===== config.mk =====
export PLATFORM = sky130hd
export DESIGN_NAME = button_event_decoder
export DESIGN_NICKNAME = d
export VERILOG_FILES = /design/src/rtl/btn_evt_pkg.sv /design/src/rtl/button_event_decoder_slot.sv /design/src/rtl/button_event_decoder.sv
export SDC_FILE = /design/constraint.sdc
export NUM_CORES = 1
export LEC_CHECK = 0
export ABC_AREA = 1
export CORE_MARGIN = 4
export CORE_UTILIZATION = 24
export DETAILED_ROUTE_END_ITERATION = 8
export GPL_TIMING_DRIVEN = 1
export PLACE_DENSITY = 0.51
export SETUP_SLACK_MARGIN = 0.15
export SLEW_MARGIN = 15
export SYNTH_ARGS = -nofsm -noshare
export SYNTH_HDL_FRONTEND = slang
export SYNTH_SLANG_ARGS = --single-unit
export TNS_END_PERCENT = 5

===== constraint.sdc =====
create_clock -name clk -period 2 [get_ports clk]
set_input_delay 0.2 -clock clk [delete_from_list [all_inputs] [get_ports clk]]
set_output_delay 0.2 -clock clk [all_outputs]
set_load 0.02 [all_outputs]

===== src/rtl/btn_evt_pkg.sv =====
// Shared types for the button gesture decoder: FSM state enum and event codes.
// Optional feature macro: BTN_EVT_OVERFLOW_EN (sticky dropped-event flag).
package btn_evt_pkg;

    // Gesture FSM states
    typedef enum logic [2:0] {
        ST_IDLE           = 3'd0,
        ST_PRESSED        = 3'd1,
        ST_LONG_HELD      = 3'd2,
        ST_WAIT_SECOND    = 3'd3,
        ST_SECOND_PRESSED = 3'd4
    } state_e;

    typedef logic [1:0] evt_code_t;

    // Event codes presented on evt_code (3 is reserved)
    localparam evt_code_t EVT_SINGLE = 2'd0;
    localparam evt_code_t EVT_DOUBLE = 2'd1;
    localparam evt_code_t EVT_LONG   = 2'd2;

endpackage


===== src/rtl/button_event_decoder_slot.sv =====
// btn_evt_slot: single-entry valid/ready holding register for gesture events.
// A new event loads when the slot is empty or is being drained on the same edge;
// otherwise it is dropped. With BTN_EVT_OVERFLOW_EN a sticky flag records drops.
module btn_evt_slot
    import btn_evt_pkg::*;
(
    input  logic      clk,
    input  logic      reset,
    input  logic      emit_i,
    input  evt_code_t code_i,
    input  logic      ready_i,
    output logic      valid_o,
    output evt_code_t code_o
`ifdef BTN_EVT_OVERFLOW_EN
    ,
    output logic      overflow_o
`endif
);

    logic      valid_q, valid_d;
    evt_code_t code_q,  code_d;
    logic      load;
    logic      accept;

    assign accept = valid_q && ready_i;
    assign load   = emit_i && (!valid_q || ready_i);

    // Next slot contents: a reload wins over a plain drain so valid stays high
    always_comb begin
        valid_d = valid_q;
        code_d  = code_q;
        if (load) begin
            valid_d = 1'b1;
            code_d  = code_i;
        end else if (accept) begin
            valid_d = 1'b0;
        end
    end

    // Slot registers
    always_ff @(posedge clk) begin
        if (reset) begin
            valid_q <= 1'b0;
            code_q  <= EVT_SINGLE;
        end else begin
            valid_q <= valid_d;
            code_q  <= code_d;
        end
    end

    assign valid_o = valid_q;
    assign code_o  = code_q;

`ifdef BTN_EVT_OVERFLOW_EN
    logic overflow_q, overflow_d;
    logic drop;

    assign drop = emit_i && valid_q && !ready_i;

    // Overflow is sticky until reset
    always_comb begin
        overflow_d = overflow_q | drop;
    end

    // Overflow register
    always_ff @(posedge clk) begin
        if (reset) overflow_q <= 1'b0;
        else       overflow_q <= overflow_d;
    end

    assign overflow_o = overflow_q;
`endif

endmodule


===== src/rtl/button_event_decoder.sv =====
// button_event_decoder: classifies a debounced active-low button level into
// SINGLE / DOUBLE / LONG gesture events and hands them out over valid/ready.
// Optional feature macro: BTN_EVT_OVERFLOW_EN adds the sticky evt_overflow port.
module button_event_decoder
    import btn_evt_pkg::*;
#(
    parameter int LONG_CYCLES   = 16,
    parameter int DCLICK_WINDOW = 8,
    parameter int CNT_W         = 8
) (
    input  logic       clk,
    input  logic       reset,
    input  logic       Din,
    input  logic       evt_ready,
    output logic       evt_valid,
    output logic [1:0] evt_code
`ifdef BTN_EVT_OVERFLOW_EN
    ,
    output logic       evt_overflow
`endif
);

    localparam logic [CNT_W-1:0] LONG_LAST = CNT_W'(LONG_CYCLES - 1);
    localparam logic [CNT_W-1:0] WIN_LAST  = CNT_W'(DCLICK_WINDOW - 1);
    localparam logic [CNT_W-1:0] CNT_ONE   = CNT_W'(1);

    state_e           state_q, state_d;
    logic [CNT_W-1:0] cnt_q,   cnt_d;
    logic             din_q;
    logic             press_edge;
    logic             emit;
    evt_code_t        emit_code;

    // din_q resets to "pressed" so a button held through reset cannot fire
    assign press_edge = !Din && din_q;

    // Next-state, counter and event emission; every counting state exits
    // on its terminal compare, so the counter never wraps
    always_comb begin
        state_d   = state_q;
        cnt_d     = cnt_q;
        emit      = 1'b0;
        emit_code = EVT_SINGLE;
        case (state_q)
            ST_IDLE: begin
                if (press_edge) begin
                    state_d = ST_PRESSED;
                    cnt_d   = '0;
                end
            end
            ST_PRESSED: begin
                if (Din) begin
                    state_d = ST_WAIT_SECOND;
                    cnt_d   = '0;
                end else if (cnt_q == LONG_LAST) begin
                    emit      = 1'b1;
                    emit_code = EVT_LONG;
                    state_d   = ST_LONG_HELD;
                end else begin
                    cnt_d = cnt_q + CNT_ONE;
                end
            end
            ST_LONG_HELD: begin
                if (Din) state_d = ST_IDLE;
            end
            ST_WAIT_SECOND: begin
                // A second press beats the window expiring on the same edge
                if (!Din) begin
                    state_d = ST_SECOND_PRESSED;
                end else if (cnt_q == WIN_LAST) begin
                    emit      = 1'b1;
                    emit_code = EVT_SINGLE;
                    state_d   = ST_IDLE;
                end else begin
                    cnt_d = cnt_q + CNT_ONE;
                end
            end
            ST_SECOND_PRESSED: begin
                // Second press length is irrelevant: no LONG from here
                if (Din) begin
                    emit      = 1'b1;
                    emit_code = EVT_DOUBLE;
                    state_d   = ST_IDLE;
                end
            end
            default: state_d = ST_IDLE;
        endcase
    end

    // State, counter and input sample registers
    always_ff @(posedge clk) begin
        if (reset) begin
            state_q <= ST_IDLE;
            cnt_q   <= '0;
            din_q   <= 1'b0;
        end else begin
            state_q <= state_d;
            cnt_q   <= cnt_d;
            din_q   <= Din;
        end
    end

    btn_evt_slot u_slot (
        .clk        (clk),
        .reset      (reset),
        .emit_i     (emit),
        .code_i     (emit_code),
        .ready_i    (evt_ready),
        .valid_o    (evt_valid),
        .code_o     (evt_code)
`ifdef BTN_EVT_OVERFLOW_EN
        ,
        .overflow_o (evt_overflow)
`endif
    );

endmodule


==> impl_metrics.py, run 1 <==
metrics = {
    "status": {
        "outcome": "finished clean",
    },
    "setup_path": {
        "crit_family": "simple AND/OR/NAND/NOR gates",
        "crit_buf_inv": 1,
        "max_stage_delay_ns": 0.39,
        "worstPathArrival_ns": 1.73,
        "critPathKind": "reg -> reg",
        "endpoint_kind": "register",
        "crit_chain": "ha_1 -> nand3_1 -> nor2_2 -> nand2_2 -> nand3_4 -> clkinv_4 -> a21oi_1 -> nor2_1",
        "required_ns": 2.14,
        "critPathLaunchType": "register",
        "crit_fanout": 9,
        "slowest_stage": "dfxtp_1",
    },
    "logic_synthesis": {
        "yosys-top-cells-count": "nand2_1 (31), nor2_1 (20), dfxtp_1 (15), inv_1 (15), nand3_1 (11)",
        "syn_area_um2": 894.6,
        "synth_most_common_cell": "nand2_1",
        "avgSynthCellArea_um2": 6.726,
        "synth_nets": 139,
        "dominantRegCellSynth": "dfxtp_1",
        "ys_async_sr_fraction_pct": 0,
        "synth_edf_count": 0,
        "synth_top_area_share_pct": 33.57,
        "synth_cells": 133,
        "yosysSeqAreaShare_pct": 33.57,
        "synth_warnings": 0,
        "synth-seq-cells": 15,
        "ys_types": 22,
        "synth_area_leaders": "dfxtp_1 (34%), nand2_1 (13%), nor2_1 (8.4%)",
        "synth_top_area_cell": "dfxtp_1",
    },
    "power_and_ir_drop": {
        "vdd_ir_drop_max_uv": 387.4,
        "power.leakage_nw": 0.4228,
        "p_per_area_nw_per_um2": 967.1,
    },
    "clock_network": {
        "cts_sinks": 15,
        "postCtsHoldBufs": 0,
        "cts_setup_buffers": 0,
        "cts_tree": "yes",
        "ctsResizeCount": 0,
        "cts_root_buffer": "clkbuf_8",
        "clk_latency_ns": 0.25,
        "cts_max_path_buffers": 2,
        "clk_pin_slew_ns": 0.07,
        "cts_buffers": 3,
        "ctsHtreeMaxLevel": 1,
    },
    "sta": {
        "rsz0062_at_grt": "no",
        "whs_ns": 0.4601,
        "hold_viol_final": 0,
        "max_freq_ghz": 0.6275,
        "slew_headroom_pct": 77.85,
        "skew_ns": 0.01143,
        "period_needed_ns": 1.594,
        "slew_viol_final": 0,
        "worst_pin_slew_ns": 0.3287,
        "fin_setup_tns_ns": 0,
        "setup_viol": 0,
        "fin_crit_sh_pct": 79.68,
    },
    "worst_hold_path": {
        "hold_class": "reg -> reg",
    },
    "final_layout": {
        "diodes": 0,
        "final_nets": 150,
        "drive_above_1_share_pct": 16.78,
        "nFillCells": 397,
        "syn_to_final_growth_pct": 18.74,
    },
    "grt": {
        "grt_overflow": 0,
        "grt_max_degree": 10,
        "antenna_found_initial": 0,
        "grt_pass1_vias": 797,
        "grtUsageTotal_pct": 8.539,
        "grt_pass1_wl_um": 3353,
    },
    "placement": {
        "gp_congestion": 0.8425,
        "portBuffers": 6,
        "post-dp-hpwl_um": 1497,
    },
    "routing": {
        "drt_iter0_drc": 57,
        "via_count": 841,
        "firstDrtPassIters": 4,
        "postRouteAntennaNets": 0,
        "route.detailed.drc": 0,
        "via_per_inst": 4.450,
        "wl_per_cell_um": 10.03,
        "drt-total-wl_um": 1896,
    },
    "die": {
        "initial_core_util_pct": 25.79,
        "rows": 21,
        "die_y_um": 69.06,
        "ios": 7,
        "die_w_um": 69.06,
        "core_um2": 3468,
        "die-area_um2": 4769,
    },
    "run": {
        "drv_cap": 0,
    },
}
## final cells by class
type | count | area [µm²] | area share [%]
clock inverters | 1 | 5.005 | 0.4711
clock buffers | 3 | 41.29 | 3.887
well taps | 46 | 57.56 | 5.418
repair buffers | 7 | 67.56 | 6.360
multi-input cells | 100 | 521.8 | 49.12
inverters | 17 | 68.82 | 6.478
flip-flops and latches | 15 | 300.3 | 28.27
## layer usage
layer  track usage [%]  wire (µm)
met1             11.37       1021
met2             12.61        756
met3             3.343         99
met4             2.603         19
met5                 0          0
## cells by family after synthesis
kind of cell	synth area share, %
compound gates	14.69
flops	33.57
simple gates	40.84
buf+inv	8.111
fa+ha+maj	2.797
## state kept, by name, indices dropped and copies added, names as in the netlist
| name | count |
|---|---|
| u_slot.code_o | 2 |
| u_slot.valid_o | 1 |
| cnt_q | 8 |
| din_q | 1 |
| state_q | 3 |
## per-stage QoR
step                instances  cell area, µm²  util (%)  setup WS [ns]  power, mW
finish                    189            1062     30.63         0.4064      1.027
global route              189            1062     30.63         0.1801      1.109
CTS                       189            1062     30.63         0.4138      1.036
detailed placement        185            1016     29.29         0.2357     0.7830
global placement          185            1016     29.29         0.2718     0.7784
floorplan                 133           894.6         -         0.6131     0.7000
## final timing paths
path                                      start                             to  slack [ns]  cells after the start
setup / recovery          cnt_q[0]$_SDFFE_PP0P_          cnt_q[2]$_SDFFE_PP0P_        0.41                      8
hold / removal    u_slot.code_o[0]$_SDFFE_PP0P_  u_slot.code_o[0]$_SDFFE_PP0P_        0.46                      2
setup reg to reg          cnt_q[0]$_SDFFE_PP0P_          cnt_q[2]$_SDFFE_PP0P_        0.41                      8
hold reg to reg   u_slot.code_o[0]$_SDFFE_PP0P_  u_slot.code_o[0]$_SDFFE_PP0P_        0.46                      2
## placed cells by master (no fill, tap or decap), drive strengths merged
cell	n
a211oi	1
a21boi	1
a21oi	11
buf	1
clkbuf	3
clkdlybuf4s50	6
clkinv	2
dfxtp	15
ha	2
inv	16
nand2	36
nand3	13
nand4	3
nor2	25
nor3	1
o21ai	7
## power by group
group | switching, mW | internal, mW | total (mW)
combinational | 0.267 | 0.131 | 0.398
sequential | 0.0466 | 0.335 | 0.381
clock | 0.110 | 0.138 | 0.248
total | 0.424 | 0.603 | 1.03
## tightest hold or removal path, delay by kind of cell, from the launching register on
family | cells | cell delay, ns
AOI/OAI and AO/OA | 1 | 0.05
DFF | 1 | 0.31
and+or+nand+nor | 1 | 0.06
Note: power is estimated with default switching activity, not from simulation.
==> run 2, diff against run 1 <==
PLACE_DENSITY = 0.52   (was 0.51)
clock period = 1.3 ns   (was 2 ns; I/O delays follow)
==> run 2 against run 1 <==
  * The flow now finishes with violations (negative setup slack)
  * Global-route usage up 1.4 points
  * Non-clock buffer count up 28
  * Final cell count rose by 15%
  * Maximum frequency is 16% higher
  * Combinational power rose to 2.5 times the previous value
  * Utilization is 10 points higher
  * Design area grew 33%
  * Critical path depth stayed put
  * First-iteration DRC count shrank 23%
  * Critical path type unchanged
  * Sequential power up 65%
==> impl_metrics.py, run 2 (synthesized netlist as in run 1, its figures left out) <==
metrics = {
    "final_layout": {
        "final_nets": 179,
        "multi_input_area_um2": 643.1,
        "largest_register_ffs": 8,
        "top_register": "cnt_q",
        "final_common_cell": "buf_4",
        "regArea_um2": 316.6,
        "nFillCells": 374,
        "drive_above_1_share_pct": 44.77,
        "diodes": 0,
        "mostFrequentLayoutCells": "buf_4 (29), nand2_1 (28), nor2_1 (16)",
        "syn_to_final_growth_pct": 57.34,
    },
    "sta": {
        "fin_setup_tns_ns": -0.3911,
        "max_freq_ghz": 0.7272,
        "hold_viol_final": 0,
        "skew_ns": 0.001705,
        "worst_pin_slew_ns": 0.3173,
        "setup_ws_ns": -0.07511,
        "setup_viol": 9,
        "rsz0062_at_grt": "yes",
        "slew_viol_final": 0,
        "slew_headroom_pct": 78.62,
        "period_needed_ns": 1.375,
        "fin_crit_sh_pct": 105.8,
    },
    "run": {
        "drv_cap": 0,
    },
    "clock_network": {
        "clk_pin_slew_ns": 0.06,
        "cts_tree": "yes",
        "ctsHtreeMaxLevel": 1,
        "cts_sinks": 15,
        "cts_buffers": 3,
        "cts_root_buffer": "clkbuf_8",
        "clk_latency_ns": 0.25,
        "cts_max_path_buffers": 2,
    },
    "setup_path": {
        "required_ns": 1.44,
        "endpoint_kind": "register",
        "timing.rr.start": "state_q[0]$_SDFFE_PP0P_",
        "critPathLaunchType": "register",
        "worst-r2r-setup-slack_ns": -0.08,
        "ff2ff_path_depth": 8,
        "crit_fanout": 5,
        "regToRegEndpoint": "cnt_q[7]$_SDFFE_PP0P_",
        "critPathKind": "reg -> reg",
        "worstPathArrival_ns": 1.52,
    },
    "routing": {
        "via_count": 938,
        "drt_iter0_drc": 44,
        "route.detailed.drc": 0,
        "wl_per_cell_um": 10.66,
        "postRouteAntennaNets": 0,
        "firstDrtPassIters": 4,
        "via_per_inst": 4.303,
        "drt-total-wl_um": 2323,
    },
    "placement": {
        "post-dp-hpwl_um": 1706,
        "portBuffers": 6,
        "gp_congestion": 0.8843,
    },
    "power_and_ir_drop": {
        "power.leakage_nw": 0.6149,
        "p_total_mw": 2.031,
        "vdd_ir_drop_max_uv": 809.0,
        "p_per_area_nw_per_um2": 1443,
    },
    "grt": {
        "grt_pass1_wl_um": 4022,
        "grt_pass1_vias": 931,
        "grtUsageTotal_pct": 9.937,
        "grt_overflow": 0,
        "grt_max_degree": 9,
        "antenna_found_initial": 0,
    },
    "die": {
        "rows": 21,
        "die_y_um": 69.06,
        "die_w_um": 69.06,
        "core_um2": 3468,
        "initial_core_util_pct": 25.79,
        "ios": 7,
        "die-area_um2": 4769,
    },
    "worst_hold_path": {
        "hold_depth": 5,
        "min_from": "Din",
        "hold_class": "in -> reg",
        "hold-path-endpoint": "state_q[2]$_SDFFE_PP0P_",
    },
    "status": {
        "outcome": "complete, but fails checks",
        "failed_checks": "negative setup slack",
    },
}
==> run 2: changes by cell type in the layout (fill, tap and decap cells not counted), moves of 4 or more <==
cell and change:
dfxtp_2 +4, nor2_1 -4, dfxtp_1 -7, clkdlybuf4s50_1 -4
buf_4 +28
==> run 2: final cells by class <==
class / count / area share (%)
clock buffer: 4 / 3.200
inverter: 17 / 4.889
multi-input combinational: 101 / 45.69
sequential: 15 / 22.49
tap: 46 / 4.089
timing repair buffer: 35 / 19.64
==> run 2: where the power goes <==
part | total [mW] | leakage [nW] | switching, mW | internal (mW)
combinational | 1.01 | 0.466 | 0.548 | 0.466
sequential | 0.628 | 0.126 | 0.0878 | 0.541
clock | 0.388 | 0.0228 | 0.171 | 0.217
total | 2.03 | 0.615 | 0.807 | 1.22
==> run 2: per-layer routing <==
| metal | share of wire [%] | GRT usage, % |
|---|---|---|
| met2 | 48 | 16.84 |
| met5 | 0 | 0 |
| met4 | 0 | 0.6508 |
| met3 | 2.9 | 3.198 |
| met1 | 49 | 12.83 |
==> run 2: timing repair <==
action	CTS	global route
endpoints found under the setup margin	17	14
endpoints found under the hold margin	0	0
resized for setup	16	17
gates cloned	1	0
hold buffers	0	0
pin swaps	5	7
setup buffers	1	2
==> run 2: how the worst max path moves through the flow <==
| stage | start | to | slack [ns] | cells after the start |
|---|---|---|---|---|
| after floorplan | cnt_q[1]$_SDFFE_PP0P_ | cnt_q[2]$_SDFFE_PP0P_ | -0.006 | 8 |
| after global placement | Din | state_q[2]$_SDFFE_PP0P_ | -0.24 | 8 |
| after detailed placement | Din | cnt_q[2]$_SDFFE_PP0P_ | -0.29 | 11 |
| after CTS | cnt_q[0]$_SDFFE_PP0P_ | cnt_q[2]$_SDFFE_PP0P_ | -0.08 | 8 |
| after global routing | state_q[0]$_SDFFE_PP0P_ | cnt_q[2]$_SDFFE_PP0P_ | -0.17 | 9 |
| final | state_q[0]$_SDFFE_PP0P_ | cnt_q[7]$_SDFFE_PP0P_ | -0.08 | 8 |
==> run 2: per-stage QoR <==
step | std cells | area [µm²] | utilization, % | hold WS (ns) | setup slack (ns)
after floorplan | 133 | 939.7 | - | 0.2616 | -0.005948
after global placement | 210 | 1249 | 36.00 | 0.4563 | -0.2437
after detailed placement | 210 | 1249 | 36.00 | 0.4592 | -0.2870
after CTS | 216 | 1340 | 38.64 | 0.4656 | -0.07983
after global routing | 218 | 1408 | 40.58 | 0.3805 | -0.1716
final | 218 | 1408 | 40.58 | 0.3385 | -0.07511
==> run 2: worst max-delay path: stages (launching register included) <==
cell and delay (ns):
dfxtp_2 0.34, buf_4 0.14, nand3_4 0.09, nor2_4 0.06, nor2_4 0.20, nand3_4 0.15
buf_4 0.16, nand2_1 0.07, a21oi_2 0.06
==> run 3, diff against run 2 <==
CORE_UTILIZATION = 35   (was 24)
CTS_CLUSTER_DIAMETER = 120   (was default)
PLACE_DENSITY = 0.65   (was 0.52)
==> run 3 against run 2 <==
  * The flow still finishes with violations (negative setup slack)
  * Via count up 4.5%
  * Global-route usage up 4.9 points
  * Count of clock-buffer cells in the layout down 1
  * Die area down 28%
  * Wire length down 0.60%
  * Sequential power about the same
  * Sequential cell count unchanged
  * Hold slack better by 0.14 ns
  * Power down 12%
  * Worst setup slack worse by 0.041 ns
  * Non-clock buffer count up 1
  * Critical path type unchanged
  * Largest cell class unchanged
==> impl_metrics.py, run 3 (synthesized netlist as in run 1, its figures left out) <==
metrics = {
    "status": {
        "outcome": "complete, but fails checks",
        "failed_checks": "negative setup slack",
    },
    "clock_network": {
        "clk_latency_ns": 0.30,
        "cts_sinks": 15,
        "cts_root_buffer": "clkbuf_4",
        "ctsHtreeMaxLevel": 1,
        "postCtsHoldBufs": 0,
        "clk_pin_slew_ns": 0.10,
        "cts_max_path_buffers": 2,
        "cts_tree": "yes",
        "cts_buffers": 3,
    },
    "run": {
        "drv_cap": 0,
    },
    "sta": {
        "slew_viol_final": 0,
        "worst_pin_slew_ns": 0.3086,
        "setup_ws_ns": -0.1160,
        "hold_viol_final": 0,
        "rsz0062_at_grt": "yes",
        "setup_viol": 10,
        "whs_ns": 0.4736,
        "period_needed_ns": 1.416,
        "slew_headroom_pct": 79.30,
        "max_freq_ghz": 0.7062,
        "fin_crit_sh_pct": 108.9,
        "skew_ns": 0.01420,
    },
    "worst_hold_path": {
        "min_from": "u_slot.code_o[0]$_SDFFE_PP0P_",
        "hold_depth": 2,
        "hold_class": "reg -> reg",
        "hold-path-endpoint": "u_slot.code_o[0]$_SDFFE_PP0P_",
    },
    "grt": {
        "grt_overflow": 0,
        "grt_max_degree": 10,
        "grtUsageTotal_pct": 14.80,
        "grt_pass1_vias": 1006,
        "grt_pass1_wl_um": 3939,
        "antenna_found_initial": 0,
    },
    "final_layout": {
        "largest_register_ffs": 8,
        "final_nets": 179,
        "syn_to_final_growth_pct": 50.49,
        "drive_above_1_share_pct": 43.60,
        "top_register": "cnt_q",
        "post-route-util_pct": 54.84,
        "multi_input_area_um2": 615.6,
        "regArea_um2": 314.1,
        "final_common_cell": "buf_4",
        "mostFrequentLayoutCells": "buf_4 (30), nand2_1 (27), nor2_1 (18)",
        "diodes": 0,
        "nFillCells": 231,
    },
    "setup_path": {
        "regToRegEndpoint": "cnt_q[2]$_SDFFE_PP0P_",
        "worstPathArrival_ns": 1.60,
        "worst-r2r-setup-slack_ns": -0.12,
        "critPathKind": "reg -> reg",
        "crit_fanout": 8,
        "required_ns": 1.49,
        "ff2ff_path_depth": 8,
        "endpoint_kind": "register",
        "timing.rr.start": "cnt_q[0]$_SDFFE_PP0P_",
        "critPathLaunchType": "register",
    },
    "die": {
        "ios": 7,
        "rows": 18,
        "core_um2": 2455,
        "die-area_um2": 3429,
        "die_w_um": 58.56,
        "die_y_um": 58.56,
        "initial_core_util_pct": 36.44,
    },
    "power_and_ir_drop": {
        "vdd_ir_drop_max_uv": 1085,
        "swShare_pct": 42.54,
        "power_frac_clock_pct": 15.9,
        "power.leakage_nw": 0.5846,
        "p_per_area_nw_per_um2": 1321,
        "p_comb_share_pct": 48.9,
        "p_seq_share_pct": 35.2,
        "p_sw_uw": 756.5,
        "internal-power_mw": 1.022,
    },
    "routing": {
        "drt-total-wl_um": 2309,
        "via_count": 980,
        "route.detailed.drc": 0,
        "via_per_inst": 4.851,
        "drt_iter0_drc": 27,
        "postRouteAntennaNets": 0,
        "firstDrtPassIters": 4,
        "wl_per_cell_um": 11.43,
    },
    "placement": {
        "portBuffers": 6,
        "gp_congestion": 0.8465,
        "post-dp-hpwl_um": 1708,
    },
}
[run 3: cell count changes in the layout (fill, tap and decap cells not counted), sizes merged]
| cell | delta |
|---|---|
| buf | +1 |
| clkbuf | -1 |
| clkdlybuf4s15 | +1 |
| clkdlybuf4s50 | +1 |
| clkinv | +1 |
| dlygate4sd2 | -1 |
| dlymetal6s2s | -1 |
| nand3 | -1 |
[run 3: metal layers]
metal	vias up	GRT usage [%]	routed length (µm)
met3	10	4.605	89
met4	0	6.623	80
met1	446	15.51	960
li1	505	-	-
met5	-	0	0
met2	19	26.79	1177
[run 3: critical path: stages (launching register included)]
cell	delay (ns)
dfxtp_4	0.40
ha_4	0.16
nand3_4	0.09
nor2_4	0.12
nand2_2	0.09
nand3_4	0.16
clkinv_4	0.12
a21oi_2	0.14
nor2_1	0.06
[run 3: per-stage QoR]
step	cells	setup slack [ns]	total power, mW	setup TNS, ns	instance area, µm²
3_3_place_gp	191	-0.2430	1.393	-2.551	1206
6_report	202	-0.1160	1.778	-0.6207	1346
4_1_cts	200	-0.1081	1.757	-0.5251	1303
2_1_floorplan	133	-0.005948	1.129	-0.01154	939.7
3_5_place_dp	191	-0.3029	1.421	-3.115	1206
5_1_grt	202	-0.1953	1.902	-1.793	1346
[run 3: cell type report]
type | count | share of cell area, %
sequential | 15 | 23.33
clock inverter | 1 | 0.3717
inverter | 17 | 5.112
clock buffer | 3 | 1.673
timing repair buffer | 36 | 21.00
multi-input combinational | 100 | 45.72
tap | 30 | 2.788
[run 3: power by group through the flow]
stage          logic [mW]  registers (mW)  clock network [mW]
2_1_floorplan       0.507           0.622                   0
3_3_place_gp        0.774           0.619                   0
3_5_place_dp        0.799           0.621                   0
4_1_cts             0.846           0.621               0.290
5_1_grt             0.958           0.637               0.307
6_report            0.870           0.627               0.282
[run 3: repair_timing]
action | in CTS | in global routing
setup buffers | 5 | 2
resized for setup | 17 | 10
endpoints found under the setup margin | 17 | 15
pin swaps | 11 | 7
[run 3: worst max-delay path by stage]
stage / depth (start not counted) / from / to / slack [ns]
after floorplan: 8 / cnt_q[1]$_SDFFE_PP0P_ / cnt_q[2]$_SDFFE_PP0P_ / -0.006
after global placement: 11 / Din / cnt_q[2]$_SDFFE_PP0P_ / -0.24
after detailed placement: 11 / Din / cnt_q[5]$_SDFFE_PP0P_ / -0.30
after CTS: 8 / cnt_q[1]$_SDFFE_PP0P_ / cnt_q[2]$_SDFFE_PP0P_ / -0.11
after global routing: 8 / cnt_q[0]$_SDFFE_PP0P_ / cnt_q[4]$_SDFFE_PP0P_ / -0.20
final: 8 / cnt_q[0]$_SDFFE_PP0P_ / cnt_q[2]$_SDFFE_PP0P_ / -0.12
==> variant 1, RTL diff (config.mk and constraints of run 1) <==
`CNT_W`: 8 -> 9.
--- a/src/rtl/button_event_decoder.sv
+++ b/src/rtl/button_event_decoder.sv
@@ -8,3 +8,3 @@
     parameter int DCLICK_WINDOW = 8,
-    parameter int CNT_W         = 8
+    parameter int CNT_W         = 9
 ) (
Behaviour: same outputs for any inputs over 10 cycles, from zero or initial values and one cycle with reset high; that may be too few to reach the edited logic, so the function may still have changed.
==> variant 1 against run 1 <==
Count of clock-buffer cells in the layout is 1 higher. Routed wire length is 36% higher. Sequential cell count increased by 1. Synthesized area rose by 17%. Design area is 17% higher. Setup slack lost 0.051 ns. Non-clock buffer count rose by 1. Highest routed layer unchanged. Global-route usage increased by 2.0 points.
Power is not compared: it rests on default switching activity, and its combinational part moved more than twofold at a synthesized area within 25%.
==> variant 1: results <==
set metrics [dict create \
    grt_usage_pct 10.5 \
    m1WireLength_um 1280 \
    final-nonclk-buf-share_pct 6.06 \
    ys_seq_area_share_pct 30.5 \
    inv_count 27 \
    grt_pass1_wl_um 4540 \
    fillCellCount 452 \
    place_area_mm2 0.00117 \
    rr_worst_depth 10 \
    outcome "completed" \
    grt_max_degree 14 \
    area_growth_pct 18.1 \
    clock_sinks 16 \
    multi_input_area_um2 624 \
    wl_met2_um 1190 \
    critPathCapture "u_slot.code_o[0]$_SDFFE_PP0P_" \
    largest_reg_flops 9 \
    met1_usage_pct 14.3 \
    dp_hpwl_um 1910 \
    nClkBuffers 4 \
    drt_iter0_drc 61 \
    yosys-top-cells-area "dfxtp_1 (31%), nand2_1 (20%), nand3_1 (9.5%)" \
    routed-wl-met3_um 93 \
    dp_slack_ns 0.173 \
    synth_xor_area_share_pct 0.835 \
    drt-vias-per-instance 4.51 \
    syn_nets 184 \
    n_all_buffers 8 \
    fin_skew_ns 0.00425 \
    yosys.cell_types.count 19 \
    synth_compound_area_share_pct 9.43 \
    synthTopCellsByCount "nand2_1 (56), nor2_1 (26), inv_1 (25)" \
    grtUsageMet3_pct 2.84 \
    first_global_vias 1021 \
    timing.final.ws_setup_ns 0.355 \
    use_met2_pct 16.9 \
    yosys.area_share.adder_pct 1.19 \
    cp.arrival_ns 1.80 \
]
-- variant 1: through the flow --
stage | hold slack [ns] | total power (W) | std cells
floorplan | 0.269 | 0.000384 | 179
global placement | 0.479 | 0.000410 | 235
detailed placement | 0.484 | 0.000409 | 235
CTS | 0.493 | 0.000707 | 239
global route | 0.535 | 0.000733 | 239
finish | 0.487 | 0.000699 | 239
-- variant 1: worst min-delay path by stage --
stage,from,end,slack [ns],depth (start not counted)
final,cnt_q[1]$_SDFFE_PP0P_,cnt_q[1]$_SDFFE_PP0P_,0.49,2
after floorplan,reset,cnt_q[4]$_SDFFE_PP0P_,0.27,1
after CTS,cnt_q[1]$_SDFFE_PP0P_,cnt_q[1]$_SDFFE_PP0P_,0.49,2
after global routing,cnt_q[1]$_SDFFE_PP0P_,cnt_q[1]$_SDFFE_PP0P_,0.54,2
after global placement,cnt_q[1]$_SDFFE_PP0P_,cnt_q[1]$_SDFFE_PP0P_,0.48,2
after detailed placement,cnt_q[1]$_SDFFE_PP0P_,cnt_q[1]$_SDFFE_PP0P_,0.48,2
-- variant 1: kinds of logic (layout without fill, tap and decap cells) --
| family | after synthesis | in the layout |
|---|---|---|
| adders and majority gates | 1 | 1 |
| buffers and inverters | 29 | 39 |
| and+or+nand+nor | 114 | 114 |
| DFF | 16 | 16 |
| xor gates and xnor gates | 1 | 1 |
| AOI/OAI and AO/OA | 18 | 18 |
-- variant 1: critical path: stages (launching register included) --
cell and delay, ns:
dfxtp_1 0.41, ha_1 0.21, nand2_1 0.11, nor2_4 0.17, inv_2 0.06, nor2_2 0.11
nand2_2 0.11, nand3_1 0.11, nand2_1 0.11, nor2_1 0.10, nor2_1 0.05
-- variant 1: repair_timing --
action / CTS / global route
setup endpoints to repair: 0 / 9
setup buffers: 0 / 0
gates resized for setup: 0 / 2
==> variant 2, RTL diff (settings of run 1) <==
Made on the original files. Re-encode `state_e` (5 states) as one-hot, 5 bits wide.
--- a/src/rtl/btn_evt_pkg.sv
+++ b/src/rtl/btn_evt_pkg.sv
@@ -5,8 +5,8 @@
     // Gesture FSM states
-    typedef enum logic [2:0] {
-        ST_IDLE           = 3'd0,
-        ST_PRESSED        = 3'd1,
-        ST_LONG_HELD      = 3'd2,
-        ST_WAIT_SECOND    = 3'd3,
-        ST_SECOND_PRESSED = 3'd4
+    typedef enum logic [4:0] {
+        ST_IDLE           = 5'b00001,
+        ST_PRESSED        = 5'b00010,
+        ST_LONG_HELD      = 5'b00100,
+        ST_WAIT_SECOND    = 5'b01000,
+        ST_SECOND_PRESSED = 5'b10000
     } state_e;
Behaviour: no difference found for any inputs over 10 cycles, from zero or initial values and one cycle with reset high; not proved beyond that.
==> variant 2 against run 1 <==
Power grew 5.7%. Setup slack lost 0.10 ns. Synthesized area grew 25%. Sequential cell count grew 2. Die area grew 22%. Design area grew 22%. Fmax shrank 6.0%. Routed wire length grew 39%. Count of clock-buffer cells in the layout is the same. Sequential share of layout area shrank 2.0 points.
==> variant 2: results <==
set metrics [dict create \
    cp_slowest_stage_delay_ns 0.46 \
    routed-wl-met3_um 47 \
    tightest_slew_ns 0.389 \
    dp_hpwl_um 2110 \
    grtUsageMet3_pct 1.06 \
    drive_gt1_share_pct 14.0 \
    stdcell_count 238 \
    first_global_vias 1015 \
    wl_met2_um 1220 \
    grt_max_degree 14 \
    hold_path_end "cnt_q[7]$_SDFFE_PP0P_" \
    ff2ff_setup_slack_ns 0.30 \
    yosys-top-cells-area "dfxtp_1 (30%), nand2_1 (16%), nand3_1 (8.5%)" \
    drt_wl_total_um 2640 \
    worstHoldStart "cnt_q[7]$_SDFFE_PP0P_" \
    dpl.cell_count 234 \
    cp.arrival_ns 1.84 \
    grt_pass1_wl_um 4610 \
    syn_nets 181 \
    rr_worst_depth 9 \
    p_leak_nw 0.548 \
    vdd_drop_max_v 0.000219 \
    grt_usage_pct 9.66 \
    synthTopCellsByCount "nand2_1 (47), inv_1 (19), nand3_1 (19), nor2_1 (19), dfxtp_1 (17)" \
    place.gp.congestion 0.834 \
    m1WireLength_um 1320 \
    drt_iter0_drc 85 \
    yosys.cell_types.count 20 \
    r2r-end "cnt_q[1]$_SDFFE_PP0P_" \
    outcome "completed" \
    syn_avg_cell_area_um2 6.41 \
    cp_max_fo 11 \
    met1_usage_pct 12.5 \
    nets 193 \
    use_met2_pct 15.8 \
    num_vias 1091 \
]
[variant 2: cell count changes after synthesis, moves of 2 or more]
cell,before,now
buf_6,0,2
dfxtp_1,15,17
nand3_2,1,4
o21ai_1,0,2
nand3_1,11,19
inv_2,1,3
inv_1,15,19
nand3b_1,0,2
a21oi_1,7,11
nor2_4,1,4
a21oi_2,3,0
nand4_1,3,8
nand2_1,31,47
[variant 2: report_power, final]
part	internal [W]	switching, W
combinational	0.000151	0.000256
clock	0.000138	0.000120
sequential	0.000376	0.0000446
total	0.000666	0.000421
[variant 2: stage by stage]
stage	area [um2]	total power, W	setup slack, ns	hold slack [ns]	util (%)
2_1_floorplan	1120	0.000760	0.576	0.269	-
3_3_place_gp	1250	0.000848	0.288	0.487	28.2
3_5_place_dp	1250	0.000843	0.217	0.486	28.2
4_1_cts	1300	0.00111	0.291	0.508	29.2
5_1_grt	1300	0.00119	0.164	0.548	29.2
6_report	1300	0.00109	0.304	0.500	29.2
[variant 2: cells by family (layout without fill, tap and decap cells)]
family                     after synthesis  after routing  share of synthesized area (%)
buffers and inverters                   25             36                           9.70
and+or+nand+nor                        110            110                           47.8
adders and majority gates                2              2                           2.23
AOI/OAI and AO/OA                       20             20                           9.14
DFF                                     17             17                           30.3
xor gates and xnor gates                 1              1                          0.781
[variant 2: how the worst max path moves through the flow]
stage | from | end | slack (ns) | depth (start not counted)
after CTS | cnt_q[0]$_SDFFE_PP0P_ | cnt_q[1]$_SDFFE_PP0P_ | 0.29 | 9
after global placement | Din | cnt_q[1]$_SDFFE_PP0P_ | 0.29 | 10
after global routing | cnt_q[0]$_SDFFE_PP0P_ | state_q[4]$_SDFFE_PP0P_ | 0.16 | 8
after floorplan | cnt_q[0]$_SDFFE_PP0P_ | cnt_q[6]$_SDFFE_PP0P_ | 0.58 | 9
final | cnt_q[0]$_SDFFE_PP0P_ | cnt_q[1]$_SDFFE_PP0P_ | 0.30 | 9
after detailed placement | Din | cnt_q[1]$_SDFFE_PP0P_ | 0.22 | 10
[variant 2: timing repair]
| action | in CTS | in global routing |
|---|---|---|
| resized for setup | 0 | 1 |
| setup buffers | 0 | 0 |
| setup endpoints to repair | 0 | 2 |
[variant 2: area by class of cell]
cell class | instances | area [um2]
repair buffers | 10 | 90.1
clock inverters | 1 | 5.00
flip-flops and latches | 17 | 340
fillers | 502 | 3150
multi-input cells | 133 | 673
well taps | 52 | 65.1
clock buffers | 3 | 41.3
inverters | 22 | 82.6
[variant 2: worst register-to-register path, cell delays in order, from the launching register on]
cell and delay [ns]:
dfxtp_1 0.46, ha_1 0.19, nand3_1 0.16, nor2_2 0.22, nand3_2 0.10, nand2_2 0.08
nor2_2 0.03, buf_4 0.16, o21ai_1 0.14, nor2_1 0.06
